### src/rtl/fetch_pkg.sv
// Shared types and constants for the instruction-fetch sequencer.
package fetch_pkg;

    localparam int INST_W = 32;
    localparam logic [INST_W-1:0] SYSCALL_HALT = 32'h0000_000C;

    typedef enum logic [1:0] {
        RUN    = 2'd0,
        SQUASH = 2'd1,
        HALT   = 2'd2
    } fetch_state_t;

endpackage

### src/rtl/fetch_ctrl_if.sv
// Ready/valid request channel between the fetch sequencer and instruction memory.
interface fetch_ctrl_if;
    import fetch_pkg::*;

    logic              imem_req;
    logic [INST_W-1:0] imem_addr;
    logic              imem_ready;
    logic [INST_W-1:0] imem_rdata;

    modport master (
        output imem_req,
        output imem_addr,
        input  imem_ready,
        input  imem_rdata
    );

    modport slave (
        input  imem_req,
        input  imem_addr,
        output imem_ready,
        output imem_rdata
    );

endinterface

### src/rtl/fetch_perf_counter.sv
// 32-bit event counter that sticks at all-ones instead of wrapping.
module fetch_perf_counter (
    input  logic        clk,
    input  logic        rst,
    input  logic        inc,
    output logic [31:0] count
);

    always_ff @(posedge clk or posedge rst) begin
        if (rst) begin
            count <= '0;
        end else if (inc && (count != 32'hFFFF_FFFF)) begin
            count <= count + 32'd1;
        end
    end

endmodule

### src/rtl/fetch_ctrl.sv
// Instruction-fetch sequencer: owns the fetch PC, talks to imem, and fills a
// single-entry slot that decode drains; handles stall, redirect/squash and halt.
module fetch_ctrl
    import fetch_pkg::*;
#(
    parameter logic [INST_W-1:0] RESET_PC = 32'h0000_0000
) (
    input  logic              clk,
    input  logic              rst,
    input  logic              stall,
    input  logic              redirect,
    input  logic [INST_W-1:0] redirect_pc,
    fetch_ctrl_if.master      imem,
    output logic [INST_W-1:0] inst,
    output logic [INST_W-1:0] pc,
    output logic [INST_W-1:0] pc4,
    output logic              inst_valid,
    output logic              halted,
    output logic [31:0]       wait_cycles
);

    fetch_state_t      state_q, state_d;
    logic [INST_W-1:0] fetch_pc_p0, fetch_pc_d;
    logic [INST_W-1:0] squash_pc_q, squash_pc_d;
    logic              req_pending_q, req_pending_d;
    logic [INST_W-1:0] inst_p1, inst_d;
    logic [INST_W-1:0] pc_p1, pc_d;
    logic              vld_p1, vld_d;

    logic req;
    logic accept;
    logic consume;

    // A pending request keeps req asserted so the address cannot move under memory.
    assign req     = (state_q == SQUASH) ||
                     ((state_q == RUN) && (req_pending_q || !vld_p1 || !stall));
    assign accept  = req && imem.imem_ready;
    assign consume = vld_p1 && !stall;

    assign imem.imem_req  = req;
    assign imem.imem_addr = fetch_pc_p0;

    always_comb begin
        state_d       = state_q;
        fetch_pc_d    = fetch_pc_p0;
        squash_pc_d   = squash_pc_q;
        req_pending_d = req && !imem.imem_ready;
        inst_d        = inst_p1;
        pc_d          = pc_p1;
        vld_d         = vld_p1;

        if (consume) begin
            vld_d = 1'b0;
        end

        case (state_q)
            RUN: begin
                if (redirect) begin
                    vld_d = 1'b0;
                    if (accept) begin
                        fetch_pc_d = redirect_pc;
                    end else if (req) begin
                        squash_pc_d = redirect_pc;
                        state_d     = SQUASH;
                    end else begin
                        fetch_pc_d = redirect_pc;
                    end
                end else if (accept) begin
                    inst_d     = imem.imem_rdata;
                    pc_d       = fetch_pc_p0;
                    vld_d      = 1'b1;
                    fetch_pc_d = fetch_pc_p0 + 32'd4;
                    if (imem.imem_rdata == SYSCALL_HALT) begin
                        state_d = HALT;
                    end
                end
            end
            SQUASH: begin
                // The wrong-path response is discarded; the newest target is kept.
                if (redirect) begin
                    squash_pc_d = redirect_pc;
                    vld_d       = 1'b0;
                end
                if (imem.imem_ready) begin
                    fetch_pc_d = redirect ? redirect_pc : squash_pc_q;
                    state_d    = RUN;
                end
            end
            HALT: begin
                if (redirect) begin
                    vld_d      = 1'b0;
                    fetch_pc_d = redirect_pc;
                    state_d    = RUN;
                end
            end
            default: begin
                state_d = RUN;
            end
        endcase
    end

    // Stage p0: fetch control state
    always_ff @(posedge clk or posedge rst) begin
        if (rst) begin
            state_q       <= RUN;
            fetch_pc_p0   <= RESET_PC;
            squash_pc_q   <= RESET_PC;
            req_pending_q <= 1'b0;
        end else begin
            state_q       <= state_d;
            fetch_pc_p0   <= fetch_pc_d;
            squash_pc_q   <= squash_pc_d;
            req_pending_q <= req_pending_d;
        end
    end

    // Stage p1: IF/ID output slot
    always_ff @(posedge clk or posedge rst) begin
        if (rst) begin
            inst_p1 <= '0;
            pc_p1   <= RESET_PC;
            vld_p1  <= 1'b0;
        end else begin
            inst_p1 <= inst_d;
            pc_p1   <= pc_d;
            vld_p1  <= vld_d;
        end
    end

    assign inst       = inst_p1;
    assign pc         = pc_p1;
    assign pc4        = pc_p1 + 32'd4;
    assign inst_valid = vld_p1;
    assign halted     = (state_q == HALT);

    fetch_perf_counter u_wait_cnt (
        .clk   (clk),
        .rst   (rst),
        .inc   (req && !imem.imem_ready),
        .count (wait_cycles)
    );

endmodule

### src/flat_wrapper.sv
// flat-port wrapper written by rule: the top's interface ports become plain ports
module fetch_ctrl_flat import fetch_pkg::*;
#(
    parameter logic [INST_W-1:0] RESET_PC = 32'h0000_0000
)
  (clk, rst, stall, redirect, redirect_pc, inst, pc, pc4, inst_valid, halted, wait_cycles, imem_imem_req, imem_imem_addr, imem_imem_ready, imem_imem_rdata);
  fetch_ctrl_if imem_i ();
  input  logic clk;
  input  logic rst;
  input  logic stall;
  input  logic redirect;
  input  logic [INST_W-1:0] redirect_pc;
  output logic [INST_W-1:0] inst;
  output logic [INST_W-1:0] pc;
  output logic [INST_W-1:0] pc4;
  output logic inst_valid;
  output logic halted;
  output logic [31:0] wait_cycles;
  output wire logic [$bits(imem_i.imem_req)-1:0] imem_imem_req;
  output wire logic [$bits(imem_i.imem_addr)-1:0] imem_imem_addr;
  input wire logic [$bits(imem_i.imem_ready)-1:0] imem_imem_ready;
  input wire logic [$bits(imem_i.imem_rdata)-1:0] imem_imem_rdata;
  assign imem_imem_req = imem_i.imem_req;
  assign imem_imem_addr = imem_i.imem_addr;
  assign imem_i.imem_ready = imem_imem_ready;
  assign imem_i.imem_rdata = imem_imem_rdata;
  fetch_ctrl #(.RESET_PC(RESET_PC)) u_core (.clk(clk), .rst(rst), .stall(stall), .redirect(redirect), .redirect_pc(redirect_pc), .imem(imem_i), .inst(inst), .pc(pc), .pc4(pc4), .inst_valid(inst_valid), .halted(halted), .wait_cycles(wait_cycles));
endmodule
### config.mk
export PLATFORM = sky130hd
export DESIGN_NAME = fetch_ctrl_flat
export DESIGN_NICKNAME = d
export VERILOG_FILES = /design/src/rtl/fetch_pkg.sv /design/src/rtl/fetch_ctrl_if.sv /design/src/rtl/fetch_perf_counter.sv /design/src/rtl/fetch_ctrl.sv /design/src/flat_wrapper.sv
export SDC_FILE = /design/constraint.sdc
export NUM_CORES = 1
export LEC_CHECK = 0
export ABC_AREA = 1
export BUFFER_PORTS_ARGS = -buffer_cell sky130_fd_sc_hd__buf_2
export CAP_MARGIN = 40
export CORE_MARGIN = 2
export CORE_UTILIZATION = 60
export CTS_CLUSTER_DIAMETER = 30
export DETAILED_ROUTE_END_ITERATION = 12
export GPL_ROUTABILITY_DRIVEN = 0
export GPL_TIMING_DRIVEN = 0
export HOLD_SLACK_MARGIN = 0.05
export PLACE_DENSITY = 0.87
export SLEW_MARGIN = 10
export SYNTH_ARGS = -nofsm -noshare
export SYNTH_HDL_FRONTEND = slang
export SYNTH_SLANG_ARGS = --single-unit
### constraint.sdc
create_clock -name clk -period 11.25 [get_ports clk]
set_clock_uncertainty 0.1 [all_clocks]
set_input_delay 2.25 -clock clk [delete_from_list [all_inputs] [get_ports clk]]
set_output_delay 2.25 -clock clk [all_outputs]
set_load 0.005 [all_outputs]
==> results of run 1 <==
sequential cells by signal, summed over array words and instances (netlist names):
name                     flops
u_core.imem.imem_addr       32
u_core.inst                 32
u_core.squash_pc_q          32
u_core.pc                   32
u_core.state_q               2
u_core.inst_valid            1
u_core.u_wait_cnt.count     32
u_core.req_pending_q         1
power groups by stage:
stage	registers [mW]	clock network (mW)	logic, mW
after floorplan	1.02	0	0.944
after global placement	1.05	0	1.42
after detailed placement	1.06	0	1.47
after CTS	1.05	0.609	1.48
after global routing	1.09	0.634	1.68
final	1.06	0.607	1.49
cell families (layout without fill, tap and decap cells):
| kind of cell | count (synthesis) | in the layout | share of synthesized area (%) |
|---|---|---|---|
| compound gates | 224 | 224 | 11.6 |
| fa+ha+maj | 7 | 7 | 0.844 |
| simple gates | 855 | 855 | 33.8 |
| buf+inv | 227 | 490 | 9.46 |
| flops | 164 | 164 | 39.6 |
| xor+xnor | 57 | 57 | 4.81 |
| other cells | 0 | 2 | 0 |
layer usage:
| layer | share of wire (%) | up-vias | track usage [%] |
|---|---|---|---|
| li1 | - | 5350 | - |
| met1 | 41 | 5112 | 45.7 |
| met2 | 47 | 638 | 57.0 |
| met3 | 9.3 | 86 | 6.02 |
| met4 | 2.9 | 0 | 13.4 |
| met5 | 0 | - | 0 |
cell type report:
type	count	area, um^2
repair buffers	231	1180
well taps	225	282
plain buffers	60	354
inverters	167	634
clock inverters	15	196
fillers	1387	4650
flip-flops and latches	164	4100
clock buffers	17	425
diodes	2	5.00
multi-input cells	1143	5290
metrics by stage:
step           hold WS (ps)  std cells  util, %
2_1_floorplan           365       1534        -
3_5_place_dp            355       1990     69.2
5_1_grt                 386       2024     72.8
3_3_place_gp            351       1989     69.0
4_1_cts                 373       2022     72.8
6_report                375       2024     72.8
path summary, 6_finish.rpt:
check,endpoint,start,cells after the start
max in group asynchronous,u_core.squash_pc_q[25],rst,3
min in group asynchronous,u_core.inst[29],rst,2
max reg2reg,u_core.imem.imem_addr[12],u_core.state_q[1],10
min reg2reg,u_core.inst[29],u_core.inst[29],2
min,u_core.inst[29],u_core.inst[29],2
max,imem_imem_req,stall,5
placed cells by master, fill, tap and decap left out, types with 6 or more instances in the layout:
master     instances
o21ai_2            6
inv_1            160
xnor2_1           16
nand2_1          564
dfrtp_1          164
a21oi_1           62
o21ai_0          110
ha_1               7
nand3_1           60
nand4_1           21
nor2_1           155
buf_6             11
buf_2            254
o21ai_1           36
clkbuf_1          17
inv_8              7
nor3_1            31
nand3b_1           7
clkbuf_16         17
xor2_1            41
critical path, delay by kind of cell:
| kind | cells | cell delay (ps) |
|---|---|---|
| and+or+nand+nor | 2 | 180 |
| buffers and inverters | 2 | 210 |
| AOI/OAI and AO/OA | 1 | 210 |
==> flow_metrics.env, run 1 <==
export IMPL_outcome="finished, final reports clean"
export IMPL_die_y_um=135
export IMPL_antenna_found_initial=3
export IMPL_crit_slowest_cell="o21ai_4"
export IMPL_cp_end_kind="output port"
export IMPL_htreeDepth=4
export IMPL_p_sw_share_pct=45.8
export IMPL_io_buffers=230
export IMPL_worst_setup_path_type="primary input to output port"
export IMPL_crit_required_ps=8900
export IMPL_core_area_mm2=0.0171
export IMPL_grt_max_degree=97
export IMPL_routed_via_density=5.53
export IMPL_crit_fanout=4
export IMPL_floorplan_initialDensity_pct=60.6
export IMPL_dr_total_vias=11200
export IMPL_worst_ep_arrival_time_ps=2850
export IMPL_grt_ovfl_total=0
export IMPL_track_usage_pct=34.5
export IMPL_hold_violations=0
export IMPL_syn_inst=1534
export IMPL_cp_common_cell="buf_2"
export IMPL_startpoint_type="primary input"
export IMPL_path_clk_slew_ps=80
export IMPL_postRouteAntennaNets=0
export IMPL_postSynth_asyncResetShare_pct=100
export IMPL_p_switching_mw=1.45
export IMPL_clock_latency_ps=440
export IMPL_cts_root_buffer="clkbuf_16"
export IMPL_cts_buffer_depth=2
export IMPL_die_w_um=135
export IMPL_io_pins=232
export IMPL_grt_pass1_vias=10300
export IMPL_dpl_cell_area_mm2=0.0118
export IMPL_cts_sinks=164
export IMPL_hpwl_mm=24.1
export IMPL_clockPowerShare_pct=19.2
export IMPL_post_cts_resized=0
export IMPL_period_share_pct=46.2
export IMPL_synth_most_common_cell="nand2_1"
export IMPL_synth_top_area_share_pct=39.6
export IMPL_drt_wl_total_mm=31.5
export IMPL_maxCapViolCount=0
export IMPL_maxSlewViolCount=0
export IMPL_cts_post_setup_buffers_inserted=0
export IMPL_setup_ws_ps=6050
export IMPL_cellPowerDensity_mw_per_mm2=254
export IMPL_synth_seq_area_share_pct=39.6
export IMPL_min_period_ps=5200
export IMPL_fp_row_count=48
export IMPL_power_mw=3.16
export IMPL_dr_pass1_iters=6
export IMPL_dp_slack_ps=6050
export IMPL_synthTopCellsByArea="dfrtp_1, nand2_1, inv_1, nor2_1, o21ai_0"
export IMPL_path_cells="buf_2 > nand2_1 > o21ai_4 > nand2_4 > buf_2"
export IMPL_synth_area_mm2=0.0104
export IMPL_grt_pass1_wl_mm=50.2
export IMPL_drt_iter0_drc=1247
export IMPL_synth_commonest_cells="nand2_1, dfrtp_1, inv_1"
export IMPL_setup_viol=0
export IMPL_seqPwrFrac_pct=33.6
export IMPL_syn_area_per_cell_um2=6.76
export IMPL_pwr_share_comb_pct=47.2
export IMPL_dieArea_mm2=0.0184
export IMPL_internal_power_mw=1.71
export IMPL_syn2layout_area_growth_pct=20.2
export IMPL_max_stage_delay_ps=210
export IMPL_wl_per_cell_um=15.6
export IMPL_synth_flop_cell="dfrtp_1"
export IMPL_ys_seq_elements=164
export IMPL_yosysTopAreaCell="dfrtp_1"
export IMPL_drive_gt1_share_pct=18.4
export IMPL_p_leak_nw=6.59
export IMPL_numCtsBuffers=17
export IMPL_ir_drop_v=0.000153
export IMPL_final_area_mm2=0.0125
export IMPL_synth_cell_type_count=38
export IMPL_drcViolationCount=0
export IMPL_max_freq_mhz=192
export IMPL_synth_nets=1610
export IMPL_tns_ps=0
export IMPL_hold_buffers=0
export IMPL_yosysWarnings=0
export IMPL_min_path_type="flip-flop to flip-flop"
export IMPL_regToRegSetupSlack_ps=8930
export IMPL_nets=1860
export IMPL_cts_tree="yes"
export IMPL_rsz0062_at_grt="false"
export IMPL_relSlewSlack_pct=55.6
export IMPL_max_slew_worst_pin_slew_ps=665
export IMPL_synth_edff_count=0
Power figures use the tool's default switching activity.
==> run 2, diff against run 1 <==
ABC_AREA = 0   (was 1)
CORE_UTILIZATION = 53   (was 60)
PLACE_DENSITY = 0.8   (was 0.87)
clock period = 4.88 ns   (was 11.25 ns; I/O delays follow)
==> run 2 against run 1 <==
Net effect:
- via count is 30% lower
- combinational power grew 64%
- first-iteration DRC count fell by 39%
- clock power increased by 120%
- synthesized area down 16%
- synthesized cell count decreased by 47%
- count of clock-buffer cells in the layout rose by 4
- global-route usage fell by 6.0 points
- die area down 5.3%
- sequential cell count stayed put
- critical path depth up 1
- highest routed layer unchanged
==> flow_metrics.env, run 2 <==
export IMPL_outcome="finished, final reports clean"
export IMPL_synth_commonest_cells="dfrtp_1, mux2_2, nand2_1"
export IMPL_grt_pass1_vias=7506
export IMPL_worst_setup_path_type="flip-flop to output port"
export IMPL_synth_area_mm2=0.00866
export IMPL_synth_fa_ha_area_share_pct=1.01
export IMPL_syn_area_per_cell_um2=10.6
export IMPL_post_cts_resized=0
export IMPL_max_slew_worst_pin_slew_ps=784
export IMPL_hold_slack_ps=318
export IMPL_dr_total_vias=7793
export IMPL_crit_required_ps=3800
export IMPL_worst_path_buf_inv=1
export IMPL_grt_pass1_wl_mm=39.8
export IMPL_min_path_type="primary input to asynchronous set/reset pin"
export IMPL_synth_compound_area_share_pct=13.4
export IMPL_synth_most_common_cell="dfrtp_1"
export IMPL_fp_row_count=46
export IMPL_path_cells="nand4_1 > nor3_1 > and3_1 > nand4_1 > xnor2_1 > buf_2"
export IMPL_dr_pass1_iters=7
export IMPL_relSlewSlack_pct=47.7
export IMPL_synthSimpleGateAreaFrac_pct=15.6
export IMPL_dieArea_mm2=0.0174
export IMPL_syn_inst=816
export IMPL_drt_wl_total_mm=24.8
export IMPL_io_buffers=231
export IMPL_drcViolationCount=0
export IMPL_numCtsBuffers=17
export IMPL_synthXorXnorAreaFrac_pct=6.17
export IMPL_rsz0062_at_grt="false"
export IMPL_synth_seq_area_share_pct=47.4
export IMPL_synth_top_area_share_pct=47.4
export IMPL_antenna_found_initial=3
export IMPL_cts_buffer_depth=2
export IMPL_cts_tree="yes"
export IMPL_busiest_layer="met2"
export IMPL_yosysWarnings=0
export IMPL_crit_fanout=7
export IMPL_ir_drop_v=0.000285
export IMPL_cts_sinks=164
export IMPL_cp_end_kind="output port"
export IMPL_r2r_start="u_core.state_q[1]"
export IMPL_p_leak_nw=4.97
export IMPL_synth_cell_type_count=72
export IMPL_syn2layout_area_growth_pct=24.7
export IMPL_io_pins=232
export IMPL_muxShareOfSynthArea_pct=13.1
export IMPL_drt_iter0_drc=765
export IMPL_max_stage_delay_ps=640
export IMPL_regToRegSetupSlack_ps=1650
export IMPL_die_y_um=132
export IMPL_crit_slowest_cell="nor3_1"
export IMPL_maxSlewViolCount=0
export IMPL_setup_viol=0
export IMPL_tns_ps=0
export IMPL_synth_nets=892
export IMPL_hold_buffers=0
export IMPL_nets=1148
export IMPL_clock_latency_ps=440
export IMPL_grt_max_degree=38
export IMPL_met1_usage_pct=36.2
export IMPL_hold_violations=0
export IMPL_r2r_end="u_core.inst[4]"
export IMPL_cp_common_cell="nand4_1"
export IMPL_postRouteAntennaNets=0
export IMPL_core_area_mm2=0.0159
export IMPL_yosysTopAreaCell="dfrtp_1"
export IMPL_hpwl_mm=18.2
export IMPL_path_clk_slew_ps=60
export IMPL_synth_flop_cell="dfrtp_1"
export IMPL_mostFrequentLayoutCells="buf_2, dfrtp_1, mux2_2"
export IMPL_maxCapViolCount=0
export IMPL_worst_ep_arrival_time_ps=2510
export IMPL_ys_seq_elements=164
export IMPL_critPathTopFamily="simple AND/OR/NAND/NOR gates"
export IMPL_period_share_pct=73.6
export IMPL_min_period_ps=3590
export IMPL_postSynth_asyncResetShare_pct=100
export IMPL_drive_gt1_share_pct=35.9
export IMPL_cellPowerDensity_mw_per_mm2=581
export IMPL_gr_usage_met3_pct=7.84
export IMPL_startpoint_type="flip-flop"
export IMPL_floorplan_initialDensity_pct=54.3
export IMPL_die_w_um=132
export IMPL_rr_worst_depth=8
export IMPL_wl_per_cell_um=19.0
export IMPL_grt_ovfl_total=0
export IMPL_htreeDepth=4
export IMPL_synthTopCellsByArea="dfrtp_1, mux2_2, xnor2_1, nand2_1, nand3_1"
export IMPL_synth_top_family_by_area="simple AND/OR/NAND/NOR gates"
export IMPL_synth_edff_count=0
export IMPL_layout_commonest_cell="buf_2"
export IMPL_routed_via_density=5.97
export IMPL_cts_root_buffer="clkbuf_16"
export IMPL_max_freq_mhz=278
export IMPL_cts_post_setup_buffers_inserted=0
export IMPL_grtUsageMet2_pct=46.6
export IMPL_track_usage_pct=28.5
## run 2: kinds of logic (layout without fill, tap and decap cells)
logic type      Yosys count  count (layout)
buf+inv                  61             330
simple gates            255             255
xor+xnor                 61              61
mux                     101             101
other cells               0               5
compound gates          167             167
fa+ha+maj                 7               7
flops                   164             164
## run 2: final cells by class
type	instances	area, um^2
diodes	5	12.5
plain buffers	41	215
clock buffers	21	460
clock inverters	11	128
fillers	1256	5140
inverters	20	78.8
multi-input cells	591	4270
flip-flops and latches	164	4100
well taps	216	270
repair buffers	237	1270
## run 2: through the flow
step | instance area [um^2] | utilization (%) | setup slack, ps | cells | power [mW]
3_5_place_dp | 10200 | 64.0 | 1640 | 1269 | 4.90
5_1_grt | 10800 | 67.7 | 1100 | 1303 | 6.64
6_report | 10800 | 67.8 | 1290 | 1306 | 6.28
3_3_place_gp | 10100 | 63.3 | 708 | 1263 | 4.80
2_1_floorplan | 8670 | - | 1720 | 816 | 3.82
4_1_cts | 10800 | 67.7 | 1270 | 1301 | 6.26
## run 2: where the power goes
group          internal [mW]  switching, mW  leakage (nW)  total (mW)
Combinational           1.23           1.21          2.67        2.44
Sequential              1.91          0.589          2.03        2.50
Clock                  0.781          0.553         0.268        1.33
## run 2: per-layer routing
| layer | wire length [um] | share of wire [%] |
|---|---|---|
| met1 | 9920 | 40 |
| met2 | 12000 | 48 |
| met3 | 2220 | 9.0 |
| met4 | 657 | 2.6 |
| met5 | 0 | 0 |
## run 2: worst max path at each step
stage / startpoint / to / slack [ps] / cells after the start
after floorplan: rst / u_core.imem.imem_addr[0] / 1720 / 1
after global placement: rst / u_core.pc[21] / 710 / 2
after detailed placement: redirect / u_core.imem.imem_addr[21] / 1640 / 8
after CTS: u_core.pc[5] / pc4[29] / 1270 / 6
after global routing: u_core.pc[5] / pc4[23] / 1100 / 6
final: u_core.pc[5] / pc4[23] / 1290 / 6
